### config.mk
export PLATFORM = sky130hd
export DESIGN_NAME = spi_mem_responder
export DESIGN_NICKNAME = d
export VERILOG_FILES = /design/src/rtl/spi_mem_responder.sv
export SDC_FILE = /design/constraint.sdc
export NUM_CORES = 1
export LEC_CHECK = 0
export ABC_AREA = 1
export ABC_CLOCK_PERIOD_IN_PS = 5790
export CAP_MARGIN = 20
export CORE_MARGIN = 3
export CORE_UTILIZATION = 60
export DETAILED_ROUTE_END_ITERATION = 12
export GPL_ROUTABILITY_DRIVEN = 0
export PLACE_DENSITY_LB_ADDON = 0.2
export SLEW_MARGIN = 10
export SYNTH_ARGS = -nofsm -noshare
export SYNTH_HDL_FRONTEND = slang
export SYNTH_SLANG_ARGS = --single-unit
export TNS_END_PERCENT = 100
### constraint.sdc
create_clock -name clk -period 5.79 [get_ports clk]
set_clock_uncertainty 0.05 [all_clocks]
set_input_delay 1.158 -clock clk [delete_from_list [all_inputs] [get_ports clk]]
set_output_delay 1.158 -clock clk [all_outputs]
set_load 0.02 [all_outputs]
### src/rtl/spi_mem_responder.sv
// SPI mode-0 serial SRAM responder (READ 0x03 / WRITE 0x02, 24-bit address) with a parallel preload port.
// sclk/mosi/cs_n are 2-flop synchronised and edge-detected, so bus events act 3 clk after the pin changes.
module spi_mem_responder #(
  parameter int DEPTH     = 64,
  parameter int ADDR_BITS = $clog2(DEPTH)
) (
  input  logic                 clk,
  input  logic                 rst,
  input  logic                 sclk,
  input  logic                 mosi,
  input  logic                 cs_n,
  output logic                 miso,
  input  logic                 load_en,
  input  logic [ADDR_BITS-1:0] load_addr,
  input  logic [7:0]           load_data,
  output logic                 busy
);

  typedef enum logic [2:0] {IDLE, CMD, ADDR, READ, WRITE, IGNORE} state_t;

  state_t               state_q;
  logic [1:0]           sclk_sync_q, mosi_sync_q, cs_sync_q, sync_vld_q;
  logic                 sclk_prev_q, cs_prev_q;
  logic [4:0]           cnt_q;
  logic [7:0]           sh_q;
  logic [ADDR_BITS-1:0] ptr_q;
  logic                 wr_mode_q, miso_q, busy_q;
  logic [7:0]           mem [DEPTH];

  logic                 sclk_rise, sclk_fall, cs_hi, spi_we;
  logic [7:0]           shift_d, mem_rd;
  logic [ADDR_BITS:0]   ptr_shift_d;

  assign sclk_rise   = sclk_sync_q[1] & ~sclk_prev_q;
  assign sclk_fall   = ~sclk_sync_q[1] & sclk_prev_q;
  assign cs_hi       = cs_sync_q[1];
  assign shift_d     = {sh_q[6:0], mosi_sync_q[1]};
  assign ptr_shift_d = {ptr_q, mosi_sync_q[1]};
  assign mem_rd      = mem[ptr_q];
  assign spi_we      = sync_vld_q[1] && !cs_hi && (state_q == WRITE) && sclk_rise && (cnt_q == 5'd7);
  assign miso        = miso_q;
  assign busy        = busy_q;

  // cs_n flops reset low so that a cs_n already held low at reset release lands in IGNORE rather than CMD
  always_ff @(posedge clk or posedge rst) begin
    if (rst) begin
      sclk_sync_q <= 2'b00;
      mosi_sync_q <= 2'b00;
      cs_sync_q   <= 2'b00;
      sync_vld_q  <= 2'b00;
      sclk_prev_q <= 1'b0;
      cs_prev_q   <= 1'b0;
    end else begin
      sclk_sync_q <= {sclk_sync_q[0], sclk};
      mosi_sync_q <= {mosi_sync_q[0], mosi};
      cs_sync_q   <= {cs_sync_q[0], cs_n};
      sync_vld_q  <= {sync_vld_q[0], 1'b1};
      sclk_prev_q <= sclk_sync_q[1];
      cs_prev_q   <= cs_sync_q[1];
    end
  end

  always_ff @(posedge clk or posedge rst) begin
    if (rst) begin
      state_q   <= IDLE;
      cnt_q     <= 5'd0;
      sh_q      <= 8'h00;
      ptr_q     <= '0;
      wr_mode_q <= 1'b0;
      miso_q    <= 1'b0;
      busy_q    <= 1'b0;
    end else if (sync_vld_q[1]) begin
      if (cs_hi) begin
        state_q <= IDLE;
        cnt_q   <= 5'd0;
        miso_q  <= 1'b0;
        busy_q  <= 1'b0;
      end else begin
        case (state_q)
          IDLE: begin
            busy_q  <= 1'b1;
            cnt_q   <= 5'd0;
            state_q <= cs_prev_q ? CMD : IGNORE;
          end
          CMD: if (sclk_rise) begin
            sh_q  <= shift_d;
            cnt_q <= cnt_q + 5'd1;
            if (cnt_q == 5'd7) begin
              cnt_q     <= 5'd0;
              wr_mode_q <= (shift_d == 8'h02);
              state_q   <= (shift_d == 8'h03 || shift_d == 8'h02) ? ADDR : IGNORE;
            end
          end
          ADDR: if (sclk_rise) begin
            ptr_q <= ptr_shift_d[ADDR_BITS-1:0];
            cnt_q <= cnt_q + 5'd1;
            if (cnt_q == 5'd23) begin
              cnt_q   <= 5'd0;
              state_q <= wr_mode_q ? WRITE : READ;
            end
          end
          // cnt_q==0 marks a byte boundary: the next falling edge fetches mem[ptr_q]
          READ: if (sclk_fall) begin
            if (cnt_q == 5'd0) begin
              miso_q <= mem_rd[7];
              sh_q   <= {mem_rd[6:0], 1'b0};
              cnt_q  <= 5'd1;
            end else begin
              miso_q <= sh_q[7];
              sh_q   <= {sh_q[6:0], 1'b0};
              if (cnt_q == 5'd7) begin
                cnt_q <= 5'd0;
                ptr_q <= ptr_q + 1'b1;
              end else begin
                cnt_q <= cnt_q + 5'd1;
              end
            end
          end
          WRITE: if (sclk_rise) begin
            sh_q <= shift_d;
            if (cnt_q == 5'd7) begin
              cnt_q <= 5'd0;
              ptr_q <= ptr_q + 1'b1;
            end else begin
              cnt_q <= cnt_q + 5'd1;
            end
          end
          IGNORE: miso_q <= 1'b0;
          default: state_q <= IDLE;
        endcase
      end
    end
  end

  always_ff @(posedge clk) begin
    if (spi_we) begin
      mem[ptr_q] <= shift_d;
    end else if (load_en && !busy_q) begin
      mem[load_addr] <= load_data;
    end
  end

endmodule

-- Yosys cells after proc, flatten, opt, wreduce, memory -nomap -nowiden
Memory sizes are Yosys's and may differ from the RTL's.
Cells that the tools add are included.
- register bits after elaboration: 35
- RAM bits: 512
- bits of input ports: 20
- output and inout port bits: 2
- logic and storage cells: 108
- memories: 1
- add/subtract/negate cells: 2
- eq/ne operators: 21
- multiplexer cells: 41
- bitwise gates (word level): 5
- reductions and logical operators: 25
- memory list (name ; depth ; bits a word ; rd ports ; clocked after Yosys merged registers in ; wr ports ; RTL line ; text):
    mem ; 64 ; 8 ; 1 ; 0 ; 1 ; 28 ; logic [7:0] mem [DEPTH];
- operator list (kind ; count):
    $mux W6 ; 6
    $mux W5 ; 7
    $mux W8 ; 4
    $mux W3 ; 8
    $pmux W5 S4 ; 1
    $pmux W6 S3 ; 1
    $eq A8 B2 Y1 const B ; 2
    $pmux W8 S2 ; 1
    $ne A3 B3 Y1 const B ; 5
    $reduce_and A5 Y1 ; 3
    $pmux W3 S4 ; 1
    $mux W1 ; 11
    $ne A2 B2 Y1 const B ; 4
    $reduce_or A8 Y1 ; 1
    $reduce_and A7 Y1 ; 1
    $add A6 B1 Y6 const B ; 1
    $eq A3 B2 Y1 const B ; 2
    $eq A3 B3 Y1 const B ; 2
    $reduce_and A6 Y1 ; 1
    $reduce_bool A3 Y1 ; 2
    $add A5 B1 Y5 const B ; 1
    $eq A5 B3 Y1 const B ; 1
    $eq A5 B5 Y1 const B ; 1
    $logic_and A1 B1 Y1 ; 5
    other kinds (16) ; 22

-- Logic depth before layout (Yosys ltp)
Gate-level depths: netlist of the first run.
- depth after elaboration: 9
- depth in mapped cells: 13
- gate-level depth less buffers: 13

-- Worst setup path after synthesis of the first run
Ideal clock, no wire load.
- path type: input to register
- from: in load_en
- to: mem mem[0][5], data pin
- library setup time: 548 ps
- data arrival time: 3401 ps
- slack: 1791 ps
- stages on the path: 5
- cells stage by stage: nand3_4 > buf_6 > buf_2 > nor2_1 > a21oi_1
- longest elaborated chain between the ends: 6
- ends and longest elaborated chain (what ; RTL line ; text):
    start: declaration ; 13 ; input logic load_en,
    $logic_and A1 B1 Y1 ; 138 ; end else if (load_en && !busy_q) begin
    $mux W1 ; 138 ;
    $mux W1 ; 136 ; if (spi_we) begin
    $mux W1 (not written as such) ; 139 ; mem[load_addr] <= load_data;
    $reduce_or A8 Y1 (no line) ; -- ;
    $mux W8 (no line) ; -- ;
    end: declaration ; 28 ;
No other way between the ends.

-- Worst setup path in the final report of the first run
- from: in load_en
- to: mem mem[60][1], enable pin
- longest elaborated chain between the ends: 6
- elaborated cells on any way between the ends: 7
- classes of those cells: 5 x mux; 2 x reduce/logical
- ends and longest elaborated chain (what ; RTL line):
    $logic_and A1 B1 Y1 (*) ; 138
    $mux W1 (*) ; 138
    $mux W1 (*) ; 136
    $mux W1 (not written as such) (*) ; 139
    $reduce_or A8 Y1 (no line) ; --
    $mux W6 (no line) / $mux W1 (equally long branches) ; --
Every way passes the cells marked *; elsewhere a longest branch is shown, timed or not.

==> results of run 1 <==
==> cell usage after synthesis (all sizes together) <==
| library cell | n | area share [%] |
|---|---|---|
| o211ai | 38 | 1.2 |
| nor3b | 2 | 0.062 |
| nand4 | 8 | 0.70 |
| dfrtp | 35 | 3.6 |
| buf | 42 | 0.82 |
| conb | 1 | 0.015 |
| edfxtp | 512 | 63 |
| clkinv | 3 | 0.046 |
| ha | 3 | 0.15 |
| clkbuf | 74 | 1.1 |
| a31oi | 1 | 0.026 |
| nand2 | 531 | 8.3 |
| a21boi | 2 | 0.062 |
| inv | 351 | 5.4 |
| a41oi | 1 | 0.036 |
| nor3 | 10 | 0.25 |
| o22ai | 1 | 0.026 |
| o21ai | 43 | 1.2 |
| xnor2 | 2 | 0.072 |
| o31ai | 3 | 0.093 |
| or2 | 65 | 1.7 |
| nand3 | 448 | 9.4 |
| nor4 | 1 | 0.026 |
| nor2 | 116 | 1.8 |
| a21oi | 20 | 0.41 |
==> state kept, by name, indices dropped and copies added (netlist names), 2 cells and up <==
register and count:
sync_vld_q 2, mem 512, ptr_q 6, mosi_sync_q 2
cnt_q 5, sh_q 8, sclk_sync_q 2, cs_sync_q 2
state_q 3
==> final cells by class <==
cell class                      instances  area, sq um  area share, %
Tap cell                              525          657           2.46
Clock buffer                           68         1470           5.50
Clock inverter                         32          287           1.07
Multi-Input combinational cell       1296         6270           23.5
Timing Repair Buffer                   43          400           1.50
Inverter                              354         1340           5.02
Sequential cell                       547        16300           60.9
==> power by group through the flow <==
stage / clock network [uW] / logic [uW] / registers [uW]
floorplan: 0 / 2680 / 5090
global placement: 0 / 4010 / 5180
detailed placement: 0 / 4090 / 5180
CTS: 3500 / 4100 / 5100
global route: 3680 / 4510 / 5120
finish: 3470 / 4140 / 5100
==> stage by stage <==
stage | setup WS, ps | instances | hold slack, ps | instance area [sq um] | total power (uW)
after floorplan | 1790 | 2313 | 281 | 24200 | 7770
after global placement | 1510 | 2765 | 285 | 24900 | 9190
after detailed placement | 1420 | 2765 | 288 | 24900 | 9270
after CTS | 2050 | 2865 | 301 | 26700 | 12700
after global routing | 1850 | 2865 | 308 | 26700 | 13300
final | 2040 | 2865 | 298 | 26700 | 12700
==> path summary, 6_finish.rpt <==
| path | cells past startpoint | to | slack [ps] |
|---|---|---|---|
| worst min register to register | 0 | sclk_sync_q[1]$_DFF_PP0_ | 300 |
| worst max register to register | 10 | mem[60][1]$_DFFE_PP_ | 2130 |
| worst min-delay path | 0 | sclk_sync_q[1]$_DFF_PP0_ | 300 |
| worst max-delay path | 5 | mem[60][1]$_DFFE_PP_ | 2040 |
| min in group asynchronous | 3 | ptr_q[5]$_DFFE_PP0P_ | 920 |
| max in group asynchronous | 3 | ptr_q[1]$_DFFE_PP0P_ | 4430 |
==> cell usage in the layout (no fill, tap or decap), types with 2 or more instances in the layout <==
cell,n
bufinv_16,5
o21ai_0,35
nand2_2,6
or2_2,65
o31ai_1,3
inv_4,2
buf_4,20
o21ai_4,5
clkinv_1,15
nand4_4,8
inv_1,341
clkbuf_16,57
nor2_1,114
nor3_1,8
clkbuf_1,11
nand2_1,525
clkinv_2,9
nor2_2,2
ha_1,3
nor3b_1,2
o21ai_2,3
clkinvlp_4,5
buf_12,2
edfxtp_1,512
dfrtp_4,2
dfrtp_1,32
inv_2,7
a21boi_0,2
a21oi_1,12
nand3_1,441
o211ai_1,37
xnor2_1,2
nor3_2,2
a21oi_4,8
nand3_2,6
clkdlybuf4s50_1,21
==> cells by family (layout without fill, tap and decap cells) <==
kind of cell / count (synthesis) / in the layout / share of synthesized area (%)
compound gates: 109 / 109 / 3.02
xor+xnor: 2 / 2 / 0.0723
fa+ha+maj: 3 / 3 / 0.155
buf+inv: 470 / 497 / 7.46
flops: 547 / 547 / 67.0
other cells: 1 / 1 / 0.0155
simple gates: 1181 / 1181 / 22.2
==> per-layer routing <==
| layer | global-route usage (%) | wire [um] | vias to the layer above |
|---|---|---|---|
| met5 | 0 | 0 | - |
| met4 | 10.0 | 1930 | 0 |
| met3 | 4.51 | 5480 | 139 |
| met2 | 42.9 | 27000 | 809 |
| met1 | 38.7 | 23800 | 7809 |
| li1 | - | - | 7668 |
==> flow_summary.json, run 1 <==
{
  "status": "completed",
  "min_period_ps": 3750,
  "worst-path-buf-inv": 1,
  "min_path_type": "reg2reg",
  "cp-startpoint": "load_en",
  "rows": 73,
  "wl_per_cell_um": 20.3,
  "vias": 16400,
  "die_h_um": 207,
  "antenna_cells": 0,
  "dpl.hpwl_um": 35200,
  "max_stage_delay_ps": 660,
  "slew_viol_final": 0,
  "hold_buffers": 0,
  "fmax_mhz": 267,
  "synth_area_sq_mm": 0.0242,
  "min-delay-start": "sclk_sync_q[0]$_DFF_PP0_",
  "intPower_uw": 7970,
  "worst-setup-path-type": "in2reg",
  "die-area_sq_mm": 0.0428,
  "switchingPower_uw": 4750,
  "vias_per_cell": 5.73,
  "htree_levels": 2,
  "netlist_instances": 2313,
  "syn_nets": 2336,
  "layout.nets": 2319,
  "p_comb_share_pct": 32.6,
  "fin_crit_sh_pct": 64.7,
  "ys_ff_latch": 547,
  "crit_slowest_cell": "nor2_1",
  "p_sw_share_pct": 37.4,
  "cts_sinks": 547,
  "initial_utilization_pct": 60.9,
  "area_delta_synth_final_pct": 10.1,
  "io_pins": 22,
  "leakage_uw": 0.0106,
  "slew_headroom_pct": 26.7,
  "fp.coreArea_sq_mm": 0.0398,
  "final_util_pct": 67.0,
  "rr_startpoint": "cnt_q[0]$_DFFE_PP0P_",
  "cts_tree": "built",
  "drive_above_1_share_pct": 9.36,
  "cts_setup_buffers": 0,
  "rsz0062_at_grt": "false",
  "grt_pass1_wl_um": 90300,
  "grt_use_total_pct": 27.2,
  "setup_violations": 0,
  "die-width_um": 207,
  "ys_seq_area_share_pct": 67.0,
  "grt_max_degree": 195,
  "cts_buffers": 54,
  "clkPwrFrac_pct": 27.3,
  "synth_cell_types": 38,
  "crit_chain": "clkdlybuf4s50_1, nand3_4, o21ai_4, nand4_4, nor2_1",
  "path_clk_slew_ps": 60,
  "start_kind": "input port",
  "grt-ovfl-total": 0,
  "seqPwrFrac_pct": 40.1,
  "clock_latency_ps": 610,
  "drc": 0,
  "ir_worst_vdd_mv": 0.343,
  "cts_buffer_depth": 3,
  "hold_viol": 0,
  "first_pass_iters": 6,
  "crit_fanout": 32,
  "first_global_vias": 15600,
  "first_iter_violations": 1761,
  "crit_required_ps": 5980,
  "drt-total-wl_um": 58300,
  "ant_nets": 0,
  "setup-tns-final_ps": 0,
  "worstMarginPinSlew_ps": 1100,
  "fill_cells": 2965,
  "portBuffers": 21,
  "antenna_found_initial": 0,
  "cts-root-buf": "clkbuf_16",
  "powerDensity_mw_per_mm2": 477,
  "crit_family": "simple AND/OR/NAND/NOR gates",
  "arrival_ps": 3930,
  "maxCapViolCount": 0,
  "ys_warn_count": 0,
  "post_cts_resize_count": 0,
  "avgSynthCellArea_sq_um": 10.5,
  "worst_setup_path_end_kind": "register"
}
Note: power is estimated with default switching activity, not from simulation.
==> run 2, diff against run 1 <==
- ABC_CLOCK_PERIOD_IN_PS: 5790 -> 3250
- CORE_UTILIZATION: 60 -> 57
- clock period: 5.79 -> 3.25 ns (I/O delays scaled with it)
==> flow_summary.json, run 2 (synthesis results as in run 1) <==
{
  "status": "completed",
  "slew_viol_final": 0,
  "cts_sinks": 547,
  "first_global_vias": 16400,
  "vias": 16900,
  "antenna_found_initial": 0,
  "antenna_cells": 0,
  "final_common_cell": "nand2_1",
  "top_regs": "mem (512), sh_q (8), ptr_q (6)",
  "min_period_ps": 3050,
  "grt_pass1_wl_um": 93700,
  "drt-total-wl_um": 60400,
  "cts_buffer_depth": 3,
  "fill_cells": 3038,
  "grt-ovfl-total": 0,
  "final_cell_mix": "525 x nand2_1, 512 x edfxtp_1, 441 x nand3_1",
  "drc": 0,
  "r2r_cells": 11,
  "path_common_cell": "nand2_2",
  "rsz0062_at_grt": "false",
  "start_kind": "register",
  "initial_utilization_pct": 58.6,
  "ant_nets": 0,
  "htree_levels": 2,
  "leakage_uw": 0.0112,
  "io_pins": 22,
  "first_pass_iters": 6,
  "arrival_ps": 3310,
  "hold_viol": 0,
  "multi_input_area_sq_mm": 0.00627,
  "crit_required_ps": 3510,
  "worst-path-buf-inv": 2,
  "rows": 74,
  "vias_per_cell": 5.69,
  "fp.coreArea_sq_mm": 0.0414,
  "min_path_type": "reg2reg",
  "fin_area_sq_mm": 0.0276,
  "setup_violations": 0,
  "hold_buffers": 0,
  "fin_crit_sh_pct": 94.0,
  "wl_per_cell_um": 20.4,
  "cts_buffers": 55,
  "drive_above_1_share_pct": 12.7,
  "slew_headroom_pct": 56.6,
  "ir_worst_vdd_mv": 0.746,
  "crit_fanout": 17,
  "largest-register": "mem",
  "setup-tns-final_ps": 0,
  "worst-setup-path-type": "reg2reg",
  "dpl_cell_area_sq_mm": 0.0258,
  "clock_latency_ps": 600,
  "powerDensity_mw_per_mm2": 838,
  "grt_max_degree": 143,
  "die-width_um": 212,
  "crit_slowest_cell": "o21ai_4",
  "whs_path_depth": 0,
  "die-area_sq_mm": 0.0450,
  "post_cts_resize_count": 0,
  "area_delta_synth_final_pct": 13.8,
  "first_iter_violations": 2070,
  "crit_chain": "ha_1, nand2_1, inv_2, nand2_2, nor3_2, nand2_2, nand3_4, o21ai_4, nand4_4, nor2_1, buf_4",
  "pre_cts_ws_ps": 34.9,
  "cts_tree": "built",
  "fmax_mhz": 328,
  "max_stage_delay_ps": 510,
  "final-seq-area_sq_mm": 0.0163,
  "path_depth": 11,
  "grt_use_total_pct": 27.4,
  "maxCapViolCount": 0,
  "cts_setup_buffers": 0,
  "crit_family": "simple AND/OR/NAND/NOR gates",
  "cts-root-buf": "clkbuf_16",
  "worstMarginPinSlew_ps": 651,
  "path_clk_slew_ps": 60,
  "layout.nets": 2408,
  "largest_reg_flops": 512,
  "die_h_um": 212,
  "worst_setup_path_end_kind": "register",
  "portBuffers": 21,
  "final.setup.worst_slack_ps": 197,
  "dpl.hpwl_um": 37500
}
-- run 2: changes by cell type in the layout (fill, tap and decap cells not counted) --
cell,delta
buf_4,+69
buf_12,+19
clkbuf_1,+4
clkinv_1,-4
clkinv_2,+3
clkinvlp_4,-3
clkbuf_16,-1
clkbuf_8,+1
clkinv_8,+1
inv_6,+1
-- run 2: area by class of cell --
type | instances | share of cell area, %
repair buffers | 131 | 4.71
well taps | 532 | 2.41
clock buffers | 72 | 5.33
multi-input cells | 1296 | 22.7
clock inverters | 30 | 1.05
inverters | 354 | 4.85
flip-flops and latches | 547 | 58.9
-- run 2: routing by layer --
metal | track usage (%) | wire [um] | up-vias
met4 | 12.6 | 2760 | 0
met1 | 38.1 | 24500 | 8004
li1 | - | - | 7860
met5 | 0 | 0 | -
met2 | 43.3 | 27800 | 832
met3 | 4.21 | 5310 | 162
-- run 2: per-stage QoR --
step                      total power [uW]  hold slack [ps]  instances  utilization, %
after floorplan                      13800              281       2313               -
after global placement               16900              283       2860            62.4
after detailed placement             17000              285       2860            62.4
after CTS                            23100              297       2962            66.7
after global routing                 24200              300       2962            66.7
final                                23100              296       2962            66.7
-- run 2: final timing paths --
check,startpoint,end,slack (ps)
setup reg to reg,cnt_q[0]$_DFFE_PP0P_,mem[55][7]$_DFFE_PP_,200
hold reg to reg,mosi_sync_q[0]$_DFF_PP0_,mosi_sync_q[1]$_DFF_PP0_,300
min in group asynchronous,rst,cs_prev_q$_DFF_PP0_,390
hold / removal,mosi_sync_q[0]$_DFF_PP0_,mosi_sync_q[1]$_DFF_PP0_,300
max in group asynchronous,rst,ptr_q[0]$_DFFE_PP0P_,2060
setup / recovery,cnt_q[0]$_DFFE_PP0P_,mem[55][7]$_DFFE_PP_,200
-- run 2: report_power, final --
part | internal [uW] | switching, uW | leakage, uW
Sequential | 8750 | 279 | 0.00508
Combinational | 2250 | 5680 | 0.00526
Clock | 3580 | 2590 | 0.000861
-- run 2: worst reg2reg max path, cell delays in order, from the launching register on --
cell and delay [ps]:
dfrtp_1 410, ha_1 230, nand2_1 80, inv_2 60, nand2_2 100, nor3_2 60
nand2_2 100, nand3_4 300, o21ai_4 540, nand4_4 410, nor2_1 240, buf_4 190
